**src/rtl/huff_bit_packer.sv**
```systemverilog
// Huffman bit packer: accumulates LSB-first variable-length codes (0..16 bits) into bytes.
// Latency: a byte completed by an accept is presented on out_byte the following cycle.
// Backpressure: in_ready drops when more than 16 bits are buffered; out_byte holds while out_ready=0.
// Optional feature: define PACKER_BITCNT_EN to enable the running bit_count of accepted bits.
module huff_bit_packer (
    input  logic        clk,
    input  logic        rst_n,
    input  logic [15:0] in_data,
    input  logic [4:0]  in_nbits,
    input  logic        in_valid,
    output logic        in_ready,
    input  logic        flush,
    output logic [7:0]  out_byte,
    output logic        out_valid,
    input  logic        out_ready,
    output logic        flush_done,
    output logic [31:0] bit_count
);

    localparam logic [1:0] ST_RUN   = 2'd0;
    localparam logic [1:0] ST_FLUSH = 2'd1;
    localparam logic [1:0] ST_DONE  = 2'd2;

    logic [1:0]  state;
    logic [1:0]  state_nxt;
    logic [31:0] acc;
    logic [31:0] acc_nxt;
    logic [31:0] acc_post;
    logic [5:0]  fill;
    logic [5:0]  fill_nxt;
    logic [5:0]  fill_post;
    logic [4:0]  nbits_clamp;
    logic [31:0] code_mask;
    logic [31:0] code_ext;
    logic        out_xfer;
    logic        in_xfer;

    // Handshake outputs depend on registered state only, so no input-to-output paths exist.
    assign in_ready   = (state == ST_RUN) && (fill <= 6'd16);
    assign out_valid  = (fill >= 6'd8) || ((state == ST_FLUSH) && (fill != 6'd0));
    assign out_byte   = acc[7:0];
    assign flush_done = (state == ST_DONE);
    assign out_xfer   = out_valid && out_ready;
    assign in_xfer    = in_valid && in_ready;

    // Clamp the code length and mask away bits above it so acc stays clean beyond fill.
    always_comb begin
        nbits_clamp = (in_nbits > 5'd16) ? 5'd16 : in_nbits;
        code_mask   = (32'd1 << nbits_clamp) - 32'd1;
        code_ext    = {16'd0, in_data} & code_mask;
    end

    // Next accumulator: retire the outgoing byte first, then append the new code above what remains.
    always_comb begin
        acc_post  = acc;
        fill_post = fill;
        if (out_xfer) begin
            if (fill >= 6'd8) begin
                acc_post  = acc >> 8;
                fill_post = fill - 6'd8;
            end else begin
                // Padded tail byte during flush: everything left has just been sent.
                acc_post  = 32'd0;
                fill_post = 6'd0;
            end
        end
        acc_nxt  = acc_post;
        fill_nxt = fill_post;
        if (in_xfer) begin
            acc_nxt  = acc_post | (code_ext << fill_post);
            fill_nxt = fill_post + {1'b0, nbits_clamp};
        end
    end

    // Flush sequencing: leave for DONE as soon as the buffer will be empty after this cycle.
    always_comb begin
        state_nxt = state;
        case (state)
            ST_RUN: begin
                if (flush) begin
                    state_nxt = (fill_nxt == 6'd0) ? ST_DONE : ST_FLUSH;
                end
            end
            ST_FLUSH: begin
                if (fill_nxt == 6'd0) begin
                    state_nxt = ST_DONE;
                end
            end
            ST_DONE:  state_nxt = ST_RUN;
            default:  state_nxt = ST_RUN;
        endcase
    end

    // Core state registers; reset discards buffered bits and any pending flush.
    always_ff @(posedge clk or negedge rst_n) begin
        if (!rst_n) begin
            state <= ST_RUN;
            acc   <= 32'd0;
            fill  <= 6'd0;
        end else begin
            state <= state_nxt;
            acc   <= acc_nxt;
            fill  <= fill_nxt;
        end
    end

`ifdef PACKER_BITCNT_EN
    logic [31:0] bit_cnt;

    // Running total of accepted code bits, wrapping naturally; flush does not clear it.
    always_ff @(posedge clk or negedge rst_n) begin
        if (!rst_n) begin
            bit_cnt <= 32'd0;
        end else if (in_xfer) begin
            bit_cnt <= bit_cnt + {27'd0, nbits_clamp};
        end
    end

    assign bit_count = bit_cnt;
`else
    assign bit_count = 32'd0;
`endif

endmodule
```
**config.mk**
```make
export PLATFORM = sky130hd
export DESIGN_NAME = huff_bit_packer
export DESIGN_NICKNAME = d
export VERILOG_FILES = /design/src/rtl/huff_bit_packer.sv
export SDC_FILE = /design/constraint.sdc
export NUM_CORES = 1
export LEC_CHECK = 0
export ABC_AREA = 1
export CORE_MARGIN = 1.5
export CORE_UTILIZATION = 55
export DETAILED_ROUTE_END_ITERATION = 8
export PLACE_DENSITY = 0.79
export SETUP_SLACK_MARGIN = 0.3
export SLEW_MARGIN = 20
export SYNTH_ARGS = -nofsm -noshare
export SYNTH_HDL_FRONTEND = slang
export SYNTH_SLANG_ARGS = --single-unit
```
**constraint.sdc**
```tcl
create_clock -name clk -period 3.3 [get_ports clk]
set_input_delay 0.495 -clock clk [delete_from_list [all_inputs] [get_ports clk]]
set_output_delay 0.495 -clock clk [all_outputs]
set_load 0.005 [all_outputs]
```
### Word-level counts from Yosys, hierarchy flattened

Index checks and enable logic that the tools add are counted.

| storage, ports and cells | value |
|---|---|
| memories kept | 0 |
| logic and storage cells | 37 |
| bits of input ports | 26 |
| register bits | 40 |
| RAM bits | 0 |
| ROM bits | 0 |
| bits in latches | 0 |

| cells by class | value |
|---|---|
| shift operators | 2 |
| multiplexer cells | 11 |
| bitwise logic cells | 2 |
| equality and inequality tests | 4 |
| reduce and logical (&&, ||, !) cells | 9 |
| add/subtract/negate cells | 3 |
| $mul | 0 |
| divide/modulo/power cells | 0 |
| $lt $le $gt $ge | 3 |

Operators with widths:

| operator | count |
|---|---|
| $mux 32 | 2 |
| $and 16x32->32 | 1 |
| $or 32x32->32 | 1 |
| $shl 1x5->32 const A | 1 |
| $shl 32x6->32 | 1 |
| $sub 32x1->32 const B | 1 |
| $mux 24 | 1 |
| $mux 6 | 3 |
| $add 6x5->6 | 1 |
| $ge 6x4->1 const B | 1 |
| $le 6x5->1 const B | 1 |
| $logic_not 6->1 | 1 |
| $mux 2 | 3 |
| $reduce_bool 6->1 | 1 |
| $sub 6x4->6 const B | 1 |
| $gt 5x5->1 const B | 1 |
| $mux 5 | 1 |
| $logic_and 1x1->1 | 4 |
| $pmux 2 s2 | 1 |
| $eq 2x1->1 const B | 1 |
| $eq 2x2->1 const B | 1 |
| $logic_not 2->1 | 1 |
| $ne 2x1->1 const B | 1 |
| $ne 2x2->1 const B | 1 |
| other kinds (2) | 2 |

### Depth between registers and ports, before layout

Gate-level depths: netlist of the first run.

| logic depth | value |
|---|---|
| depth in word-level cells | 11 |
| gate-level depth with buffers | 22 |

### Worst setup path after synthesis of the first run

OpenSTA, ideal clock, no wires.

| timing path | value |
|---|---|
| kind | reg2reg |
| start point | register fill[4] |
| end point | register state[0] |
| setup time | 129 ps |
| path slack | 560 ps |
| data arrival time | 2611 ps |
| stages on the path, launching flop included | 21 |
| cells stage by stage | dfrtp_1 inv_2 ha_1 inv_1 o21bai_4 inv_4 nand2_2 nand2_4 o21ai_4 inv_2 buf_2 buf_4 ha_1 a21oi_1 nand3_1 nand3_1 nand2_1 nor2_1 nand2_1 nor2_1 nor2_1 |

| between the ends | value |
|---|---|
| cells in the longest elaborated chain, start to end | 11 |
| elaborated cells between the ends (all ways) | 19 |

Ends and longest elaborated chain:

| element | line | RTL |
|---|---|---|
| from (decl) | 29 | `logic [5:0] fill;` |
| from (signal assigned) | 103 | `fill <= fill_nxt;` |
| parallel branches: the longest is 2 deep, another holds $ge 6x4->1 | n/a |  |
| $logic_or 1x1->1 * | 40 | `assign out_valid = (fill >= 6'd8) \|\| ((state == ST_FLUSH) && (fill != 6'd0));` |
| named net out_valid | 14 | `output logic out_valid,` |
| $logic_and 1x1->1 * | 43 | `assign out_xfer = out_valid && out_ready;` |
| $mux 6 * | 57 | `if (out_xfer) begin` |
| $add 6x5->6 | 71 | `fill_nxt = fill_post + {1'b0, nbits_clamp};` |
| $mux 6 * | 69 | `if (in_xfer) begin` |
| named net fill_nxt[4] | 30 | `logic [5:0] fill_nxt;` |
| $logic_not 6->1 * | 81, 85 |  |
| $mux 2 | 81 | `state_nxt = (fill_nxt == 6'd0) ? ST_DONE : ST_FLUSH;` |
| $mux 2 | 80 | `if (flush) begin` |
| $pmux 2 s2 | 78 | `case (state)` |
| to (signal assigned) | 101 | `state <= state_nxt;` |
| to (decl) | 24 | `logic [1:0] state;` |

Mark *: on every way through the listed nets, which the timed path passes. The select of a mux whose other input is x is not followed.
A chain may end at the register's enable or synchronous reset.

### Final worst setup path of the first run

| timing path | value |
|---|---|
| start point | input in_nbits[4] |
| end point | register acc[19] |

| between the ends | value |
|---|---|
| cells in the longest elaborated chain, start to end | 8 |

Ends and longest elaborated chain:

| element | line | RTL |
|---|---|---|
| from (decl) | 9 | `input logic [4:0] in_nbits,` |
| $gt 5x5->1 | 48 | `nbits_clamp = (in_nbits > 5'd16) ? 5'd16 : in_nbits;` |
| $mux 5 * | 48 |  |
| $shl 1x5->32 * | 49 | `code_mask = (32'd1 << nbits_clamp) - 32'd1;` |
| $sub 32x1->32 * | 49 |  |
| $and 16x32->32 * | 50 | `code_ext = {16'd0, in_data} & code_mask;` |
| $shl 32x6->32 * | 70 | `acc_nxt = acc_post \| (code_ext << fill_post);` |
| $or 32x32->32 * | 70 |  |
| $mux 32 * | 69 |  |
| named net acc_nxt[19] | 27 | `logic [31:0] acc_nxt;` |
| to (signal assigned) | 102 | `acc <= acc_nxt;` |
| to (decl) | 26 | `logic [31:0] acc;` |

The timed path passes the listed nets; every way through them passes the cells marked *.

==> results.cfg, run 1 <==
[layout]
fin_nets = 688
final_cell_mix = nand2_1, nand3_1, inv_1, dfrtp_1, clkdlybuf4s50_1
design_area_mm2 = 0.004513
drive_gt1_share_pct = 14.18
diodes = 0
area_delta_synth_final_pct = 8.124
final_common_cell = nand2_1
n_fill_cell = 745

[setup_path]
critPathLaunchType = input pin
reg2reg_depth = 16
critPathSlowestCell = clkdlybuf4s50_1
critical_path.max_stage_delay_ns = 0.60
worst-setup-path-type = input pin to flip-flop
critPathRequiredTime_ns = 3.49
r2r_start = fill[3]
cpMostUsedCell = nand3_1
r2r_setup_slack_ns = 0.62
cpLargestDelayFamily = simple AND/OR/NAND/NOR gates
cp-end-kind = flip-flop
path_buf_inv = 3
worstPathCellList = clkdlybuf4s50_1 > inv_4 > nand2_8 > inv_6 > nand3_1 > ha_2 > nand2_4 > nor2_4 > nand4_1 > nand3_1 > nand2_1 > nand3_1 > nand3_1 > nand3_1 > nand3_1 > nand2_1 > nand2_1
reg2reg_to = state[0]
crit_fanout = 8
crit_arrival_ns = 2.91

[timing]
final_hold_viol_count = 0
setup_viol = 0
slew_headroom_pct = 40.95
slew_viol_final = 0
rsz0062_at_grt = false
finalCriticalPeriod_ns = 2.721
tns_ns = 0
skew_ns = 0.01077
worst_slew_pin_slew_ns = 0.8857
clock.fmax_mhz = 367.5
fin_crit_sh_pct = 82.46

[global_routing]
grt.overflow.total = 0
grt_max_degree = 41
grt_use_met1_pct = 36.23
grt.met2_usage_pct = 46.91
grt_pass1_wl_um = 18410
use_met3_pct = 2.453
grtUsageTotal_pct = 27.38
grt-busiest-layer = met2
grt_pass1_vias = 3912
grt_antenna_before_repair = 0

[synthesis]
synth_cell_types = 44
syn-instance-count = 634
ys_ff_latch = 40
synth.top_cell.area_share_pct = 23.98
synth_area_leader_cell = dfrtp_1
syn_area_mm2 = 0.004174
yosysSeqAreaShare_pct = 23.98
synthTopCellsByArea = dfrtp_1, nand2_1, nand3_1, buf_4, a22oi_1
yosysWarnings = 0
syn-mean-instance-area_um2 = 6.584

[drt]
wl_per_cell_um = 14.40
wirelength_um = 10870
antenna_left = 0
drc = 0
dr_total_vias = 4149
drt_iter0_drc = 335
via_per_inst = 5.495
dr.pass1.iters = 5

[clock_network]
clkSlewWorstSetupHoldPaths_ns = 0.08
cts_root_buf = clkbuf_8
cts_buffers = 5
cts.sinks = 40
cts_tree = built
clock_latency_ns = 0.31
hold_buffers = 0
h-tree-depth = 2
cts_buffer_depth = 2

[die]
start_util_pct = 57.24
die_area_mm2 = 0.008121
ioPinCount = 69
core_area_mm2 = 0.007292
num_rows = 31
die_h_um = 90.12
die_x_um = 90.12

[place]
placed_area_mm2 = 0.004418
port_buffers = 36
hpwl_um = 8548
routabilityCongestion = 1.028

[run]
maxCapViolCount = 0

[status]
run_status = complete, no violations

[power]
power_density_mw_per_mm2 = 689.5
ir_worst_vdd_mv = 0.2988
p_leak_nw = 2.435

[min_path]
hp-class = input pin to async pin
==> worst max-delay path by stage <==
stage                            from        to  slack, ns  cells after the start
after global routing      in_nbits[1]   acc[30]       0.33                     18
final                     in_nbits[4]   acc[19]       0.58                     17
after global placement    in_nbits[4]   acc[22]       0.24                     17
after detailed placement  in_nbits[4]   acc[19]       0.23                     17
after floorplan               fill[4]  state[0]       0.56                     20
after CTS                 in_nbits[4]   acc[22]       0.54                     18
==> cell families after synthesis <==
| kind of cell | after synthesis | synth area share [%] |
|---|---|---|
| and+or+nand+nor | 396 | 46.10 |
| DFF | 40 | 23.98 |
| adders and majority gates | 7 | 2.098 |
| xor gates and xnor gates | 2 | 0.4197 |
| buffers and inverters | 127 | 16.49 |
| AOI/OAI and AO/OA | 61 | 10.82 |
| other | 1 | 0.08984 |
==> per-layer routing <==
layer,vias up,share of wire (%)
met1,1890,45
met2,172,47
met5,-,0
met3,24,5.0
li1,2063,-
met4,0,2.3
==> report_power, final <==
group / leakage, nW / internal, mW / total, mW / switching [mW]
Clock: 0.0510 / 0.167 / 0.353 / 0.186
Sequential: 0.543 / 0.618 / 0.706 / 0.0884
Combinational: 1.84 / 0.696 / 2.05 / 1.36
Total: 2.44 / 1.48 / 3.11 / 1.63
==> Yosys cell counts, drive strengths merged <==
library cell	count
nand2	208
nand3	122
inv	60
buf	58
dfrtp	40
nor2	38
o21ai	25
a22oi	24
nand4	15
clkbuf	8
nor3	8
ha	7
a21oi	5
or2	4
o2111ai	2
xor2	2
a21boi	1
a311oi	1
clkinv	1
conb	1
nand3b	1
o21a	1
o21bai	1
o22ai	1
==> registers in the layout, summed over array words and instances (netlist names) <==
register and flops:
acc 32, fill 6, state 2
==> cell type report <==
cell class / count / area [um^2] / area share, %
clock inverters: 2 / 10.01 / 0.2218
well taps: 99 / 123.9 / 2.745
clock buffers: 6 / 82.58 / 1.830
repair buffers: 49 / 452.9 / 10.04
multi-input cells: 498 / 2604 / 57.69
inverters: 61 / 239.0 / 5.295
flip-flops and latches: 40 / 1001 / 22.18
==> stage by stage <==
stage	hold slack [ns]	setup WS, ns	total power [mW]	utilization, %	instances
2_1_floorplan	0.1994	0.5598	2.324	-	665
3_5_place_dp	0.4663	0.2336	2.730	60.59	747
6_report	0.2998	0.5787	3.112	61.89	755
3_3_place_gp	0.4628	0.2448	2.680	60.59	747
4_1_cts	0.3580	0.5447	3.079	61.86	755
5_1_grt	0.3823	0.3310	3.382	61.89	755
==> repair_timing <==
| action | CTS | global route |
|---|---|---|
| setup buffers | 0 | 0 |
| endpoints found under the setup margin | 0 | 4 |
| gates resized for setup | 0 | 1 |
(Power assumes the default switching activity.)
==> run 2: changes to the inputs <==
Settings changed: CORE_UTILIZATION 55 to 50, PLACE_DENSITY 0.79 to 0.76.
Clock period 3.3 ns to 2.4 ns, I/O delays scaled along.
==> run 2 against run 1 <==
The run now ends with setup timing left. Clock skew shrank 0.0011 ns. Combinational power rose to 2.7 times the previous value. Via count rose by 29%. Non-clock buffer count rose by 100. Register-to-register slack got worse by 0.80 ns. Critical path type is now flip-flop to flip-flop. Clock power grew 24%. Cell area rose by 44%. Critical path depth fell by 3. First-iteration DRC count is 99% higher. Critical endpoint is now acc[27]. Global-route usage up 4.8 points. Wire length rose by 64%.
==> results.cfg, run 2 (synthesis gave the netlist of run 1 again) <==
[layout]
area_delta_synth_final_pct = 55.79
largest_reg_flops = 32
final_common_cell = nand2_1
fin_cells = 862
diodes = 0
fin_util_pct = 79.94
largest_register = acc
final_cell_mix = nand2_1, buf_4, nand3_2
fin_nets = 790
reg_top3 = acc (32), fill (6), state (2)
drive_gt1_share_pct = 48.22

[die]
ioPinCount = 69
num_rows = 33
die_h_um = 94.37
core_area_mm2 = 0.008134
die_area_mm2 = 0.008905
die_x_um = 94.37
start_util_pct = 51.32

[global_routing]
grtUsageTotal_pct = 32.18
grt_antenna_before_repair = 0
grt_max_degree = 41
grt.overflow.total = 0
grt_pass1_vias = 4719
grt_pass1_wl_um = 22680

[clock_network]
hold_buffers = 0
cts.sinks = 40
cts_tree = built
clkSlewWorstSetupHoldPaths_ns = 0.08
clock_latency_ns = 0.29
cts_buffer_depth = 2
cts_buffers = 5
cts_root_buf = clkbuf_8
h-tree-depth = 2

[place]
place_inst = 810
routabilityCongestion = 1.007
port_buffers = 36
hpwl_um = 9025

[timing]
slew_viol_final = 0
tns_ns = -2.571
finalCriticalPeriod_ns = 2.579
clock.fmax_mhz = 387.7
worst_slew_pin_slew_ns = 0.9616
setup_ws_ns = -0.1792
skew_ns = 0.009637
slew_headroom_pct = 35.89
rsz0062_at_grt = true
holdWs_ns = 0.1990
setup_viol = 32
fin_crit_sh_pct = 107.5
final_hold_viol_count = 0

[power]
p_leak_nw = 3.299
p_int_mw = 3.207
p_seq_share_pct = 14.4
ir_worst_vdd_mv = 0.5730
net-switching-power_mw = 3.661
power_density_mw_per_mm2 = 1056
p_sw_share_pct = 53.30
combPwrFrac_pct = 79.2
p_total_mw = 6.868
clkPwrFrac_pct = 6.4

[setup_path]
crit_fanout = 7
path_buf_inv = 2
cpLargestDelayFamily = simple AND/OR/NAND/NOR gates
critPathSlowestCell = dfrtp_1
crit_arrival_ns = 2.81
critical_path.max_stage_delay_ns = 0.45
r2r_setup_slack_ns = -0.18
cp-end-kind = flip-flop
worstPathCellList = nor2_4 > nand2_4 > o21ai_4 > nand3b_4 > nand2_4 > buf_6 > buf_16 > nand2_1 > nand3_1 > nand3_2 > nand3_2 > nand3_2 > nand2_2 > nand2_1
cpMostUsedCell = nand3_2
worst-setup-path-type = flip-flop to flip-flop
critPathLaunchType = flip-flop
critPathRequiredTime_ns = 2.63

[run]
maxCapViolCount = 0

[drt]
wl_per_cell_um = 20.70
dr.pass1.iters = 8
antenna_left = 0
dr_total_vias = 5348
drc = 0
wirelength_um = 17850
drt_iter0_drc = 668
via_per_inst = 6.204

[status]
run_status = complete, but fails checks
failed_checks = setup timing

[min_path]
hp-class = input pin to async pin
==> run 2: routing by layer <==
layer | share of wire (%) | GRT usage (%) | routed length (um) | up-vias
li1 | - | - | - | 2276
met1 | 33 | 39.59 | 5964 | 2429
met2 | 47 | 55.82 | 8344 | 467
met3 | 11 | 4.348 | 1904 | 176
met4 | 9.2 | 14.30 | 1634 | 0
met5 | 0 | 0 | 0 | -
==> run 2: path summary, 6_finish.rpt <==
kind	startpoint	to	cells past startpoint
setup / recovery	fill[1]	acc[27]	14
hold / removal	rst_n	state[1]	1
setup reg to reg	fill[1]	acc[27]	14
hold reg to reg	acc[30]	acc[30]	2
max in group asynchronous	rst_n	acc[20]	1
min in group clk	acc[30]	acc[30]	2
==> run 2: per-stage QoR <==
step	instance area [um^2]	worst slack [ns]
6_report	6502	-0.1792
4_1_cts	5827	0.04232
3_3_place_gp	5001	-0.3779
5_1_grt	6502	-0.2709
2_1_floorplan	4441	-0.1748
3_5_place_dp	5001	-0.4422
==> run 2: power groups by stage <==
stage / combinational (mW) / sequential, mW / clock, mW
floorplan: 2.33 / 0.949 / 0
global placement: 3.11 / 0.959 / 0
detailed placement: 3.17 / 0.965 / 0
CTS: 4.16 / 0.958 / 0.428
global route: 5.66 / 1.00 / 0.471
finish: 5.44 / 0.992 / 0.439
==> run 2: area by class of cell <==
class | count | area (um^2)
inverters | 61 | 286.5
repair buffers | 149 | 1444
clock buffers | 6 | 72.57
repair inverters | 2 | 25.02
clock inverters | 1 | 5.005
well taps | 105 | 131.4
multi-input cells | 498 | 3537
flip-flops and latches | 40 | 1001
fillers | 472 | 1632
==> run 2: worst register-to-register path, cell delays in order, from the launching register on <==
cell and delay [ns]:
dfrtp_1 0.45, nor2_4 0.18, nand2_4 0.09, o21ai_4 0.21, nand3b_4 0.23, nand2_4 0.09, buf_6 0.14, buf_16 0.14
nand2_1 0.16, nand3_1 0.19, nand3_2 0.15, nand3_2 0.16, nand3_2 0.18, nand2_2 0.08, nand2_1 0.06
==> run 2: what timing repair did <==
| item | 4_1_cts | 5_1_grt |
|---|---|---|
| setup endpoints to repair | 39 | 40 |
| setup buffers | 19 | 22 |
| gates resized for setup | 139 | 129 |
| cloned | 4 | 0 |
| pin swaps | 51 | 58 |
==> run 3: changes to the inputs <==
Settings changed: CORE_MARGIN 1.5 to 8, CORE_UTILIZATION 50 to 55, PLACE_DENSITY 0.76 to 0.79.
Clock period 2.4 ns to 2.9 ns, I/O delays scaled along.
==> run 3 against run 2 <==
The run now ends clean. Wire length is 37% lower. First-iteration DRC count is 51% lower. Via count fell by 21%. Final cell count fell by 9.7%. Sequential power is 19% lower. Worst setup slack better by 0.62 ns. Register-to-register slack improved by 0.62 ns. Count of clock-buffer cells in the layout unchanged. Die area is 19% higher. Cell area shrank 25%. Largest cell class unchanged. Largest power group unchanged.
==> results.cfg, run 3 (synthesis gave the netlist of run 1 again) <==
[die]
start_util_pct = 57.24
die_x_um = 103.1
die_area_mm2 = 0.01063
ioPinCount = 69
die_h_um = 103.1
core_area_mm2 = 0.007292
num_rows = 31

[drt]
via_per_inst = 5.458
antenna_left = 0
wirelength_um = 11210
drc = 0
dr_total_vias = 4246
drt_iter0_drc = 324
dr.pass1.iters = 6
wl_per_cell_um = 14.40

[layout]
fin_cells = 778
drive_gt1_share_pct = 19.88
fin_util_pct = 66.54
area_delta_synth_final_pct = 16.25
design_area_mm2 = 0.004852
largest_register = acc
final_common_cell = nand2_1
reg_top3 = acc (32), fill (6), state (2)
fin_nets = 711
largest_reg_flops = 32
final_cell_mix = nand2_1, nand3_1, inv_1
diodes = 0

[clock_network]
cts_tree = built
cts_buffers = 5
cts_root_buf = clkbuf_8
clock_latency_ns = 0.29
cts_buffer_depth = 2
cts.sinks = 40
clkSlewWorstSetupHoldPaths_ns = 0.08
h-tree-depth = 2
hold_buffers = 0

[setup_path]
critPathRequiredTime_ns = 3.08
cp-end-kind = flip-flop
crit_arrival_ns = 2.64
worstPathCellList = inv_2 > ha_1 > inv_1 > o21bai_4 > inv_4 > nand2_4 > nand2_4 > o21ai_4 > inv_2 > ha_4 > a21oi_4 > nand3_1 > nand3_1 > nand2_1 > nor2_1 > nand2_1 > nor2_1 > nor2_1
critical_path.max_stage_delay_ns = 0.40
critPathLaunchType = flip-flop
crit_fanout = 5
worst-setup-path-type = flip-flop to flip-flop
cpMostUsedCell = nor2_1
critPathSlowestCell = dfrtp_1

[place]
hpwl_um = 8756
placed_area_mm2 = 0.004537
port_buffers = 36
routabilityCongestion = 1.035
place_inst = 760

[global_routing]
grtUsageTotal_pct = 21.51
grt_max_degree = 41
grt.overflow.total = 0
grt_pass1_wl_um = 18350
grt_pass1_vias = 3898
grt_antenna_before_repair = 0

[timing]
skew_ns = 0.01022
worst_slew_pin_slew_ns = 0.8661
rsz0062_at_grt = true
final_hold_viol_count = 0
fin_crit_sh_pct = 84.73
slew_headroom_pct = 42.26
tns_ns = 0
clock.fmax_mhz = 407.0
setup_viol = 0
slew_viol_final = 0
finalCriticalPeriod_ns = 2.457

[min_path]
hp-class = input pin to async pin

[power]
net-switching-power_mw = 1.950
ir_worst_vdd_mv = 0.3479
p_sw_share_pct = 51.39
combPwrFrac_pct = 68.5
clkPwrFrac_pct = 10.4
p_seq_share_pct = 21.1
p_int_mw = 1.844
power_density_mw_per_mm2 = 781.9
p_leak_nw = 2.609

[run]
maxCapViolCount = 0

[status]
run_status = complete, no violations
## run 3: final timing paths
path / start / endpoint / slack, ns / cells past startpoint
min: rst_n / fill[0] / 0.25 / 1
min reg2reg: acc[30] / acc[30] / 0.49 / 2
max reg2reg: fill[4] / state[0] / 0.44 / 18
min in group clk: acc[30] / acc[30] / 0.49 / 2
max in group asynchronous: rst_n / fill[1] / 2.07 / 1
max: fill[4] / state[0] / 0.44 / 18
## run 3: repair_timing
item,CTS,global route
gates resized for setup,4,34
gates cloned,0,0
endpoints found under the setup margin,5,31
pin swaps,1,18
setup buffers,0,10
## run 3: cell type report
cell class,instances,area (um^2)
clock buffer,6,82.58
clock inverter,2,15.01
fill,673,2440
inverter,61,246.5
multi-input combinational,498,2739
sequential,40,1003
tap,99,123.9
timing repair buffer,72,641.9
## run 3: worst max-delay path: cells and delay by family, from the launching register on
kind                       cells  cell delay (ns)
buffers and inverters          4             0.31
DFF                            1             0.40
and+or+nand+nor                9             0.76
AOI/OAI and AO/OA              3             0.47
adders and majority gates      2             0.39
## run 3: layer usage
metal	routed length, um	track usage, %	up-vias	share of wire, %
met1	4783	27.40	1900	43
met5	0	0	-	0
met2	5346	35.88	205	48
li1	-	-	2118	-
met3	813	2.768	23	7.3
met4	263	8.565	0	2.3
## run 3: power by group through the flow
stage / combinational (mW) / sequential, mW / clock, mW
after floorplan: 1.90 / 0.786 / 0
after global routing: 2.88 / 0.819 / 0.418
after detailed placement: 2.35 / 0.813 / 0
final: 2.60 / 0.802 / 0.394
after global placement: 2.30 / 0.807 / 0
after CTS: 2.36 / 0.803 / 0.396
## run 3: through the flow
stage | total power [mW] | hold slack [ns] | setup slack (ns)
after floorplan | 2.686 | 0.1394 | 0.3167
after global placement | 3.109 | 0.4637 | 0.01554
after detailed placement | 3.160 | 0.4657 | -0.03732
after CTS | 3.560 | 0.2934 | 0.2994
after global routing | 4.119 | 0.3377 | 0.2474
final | 3.794 | 0.2486 | 0.4428
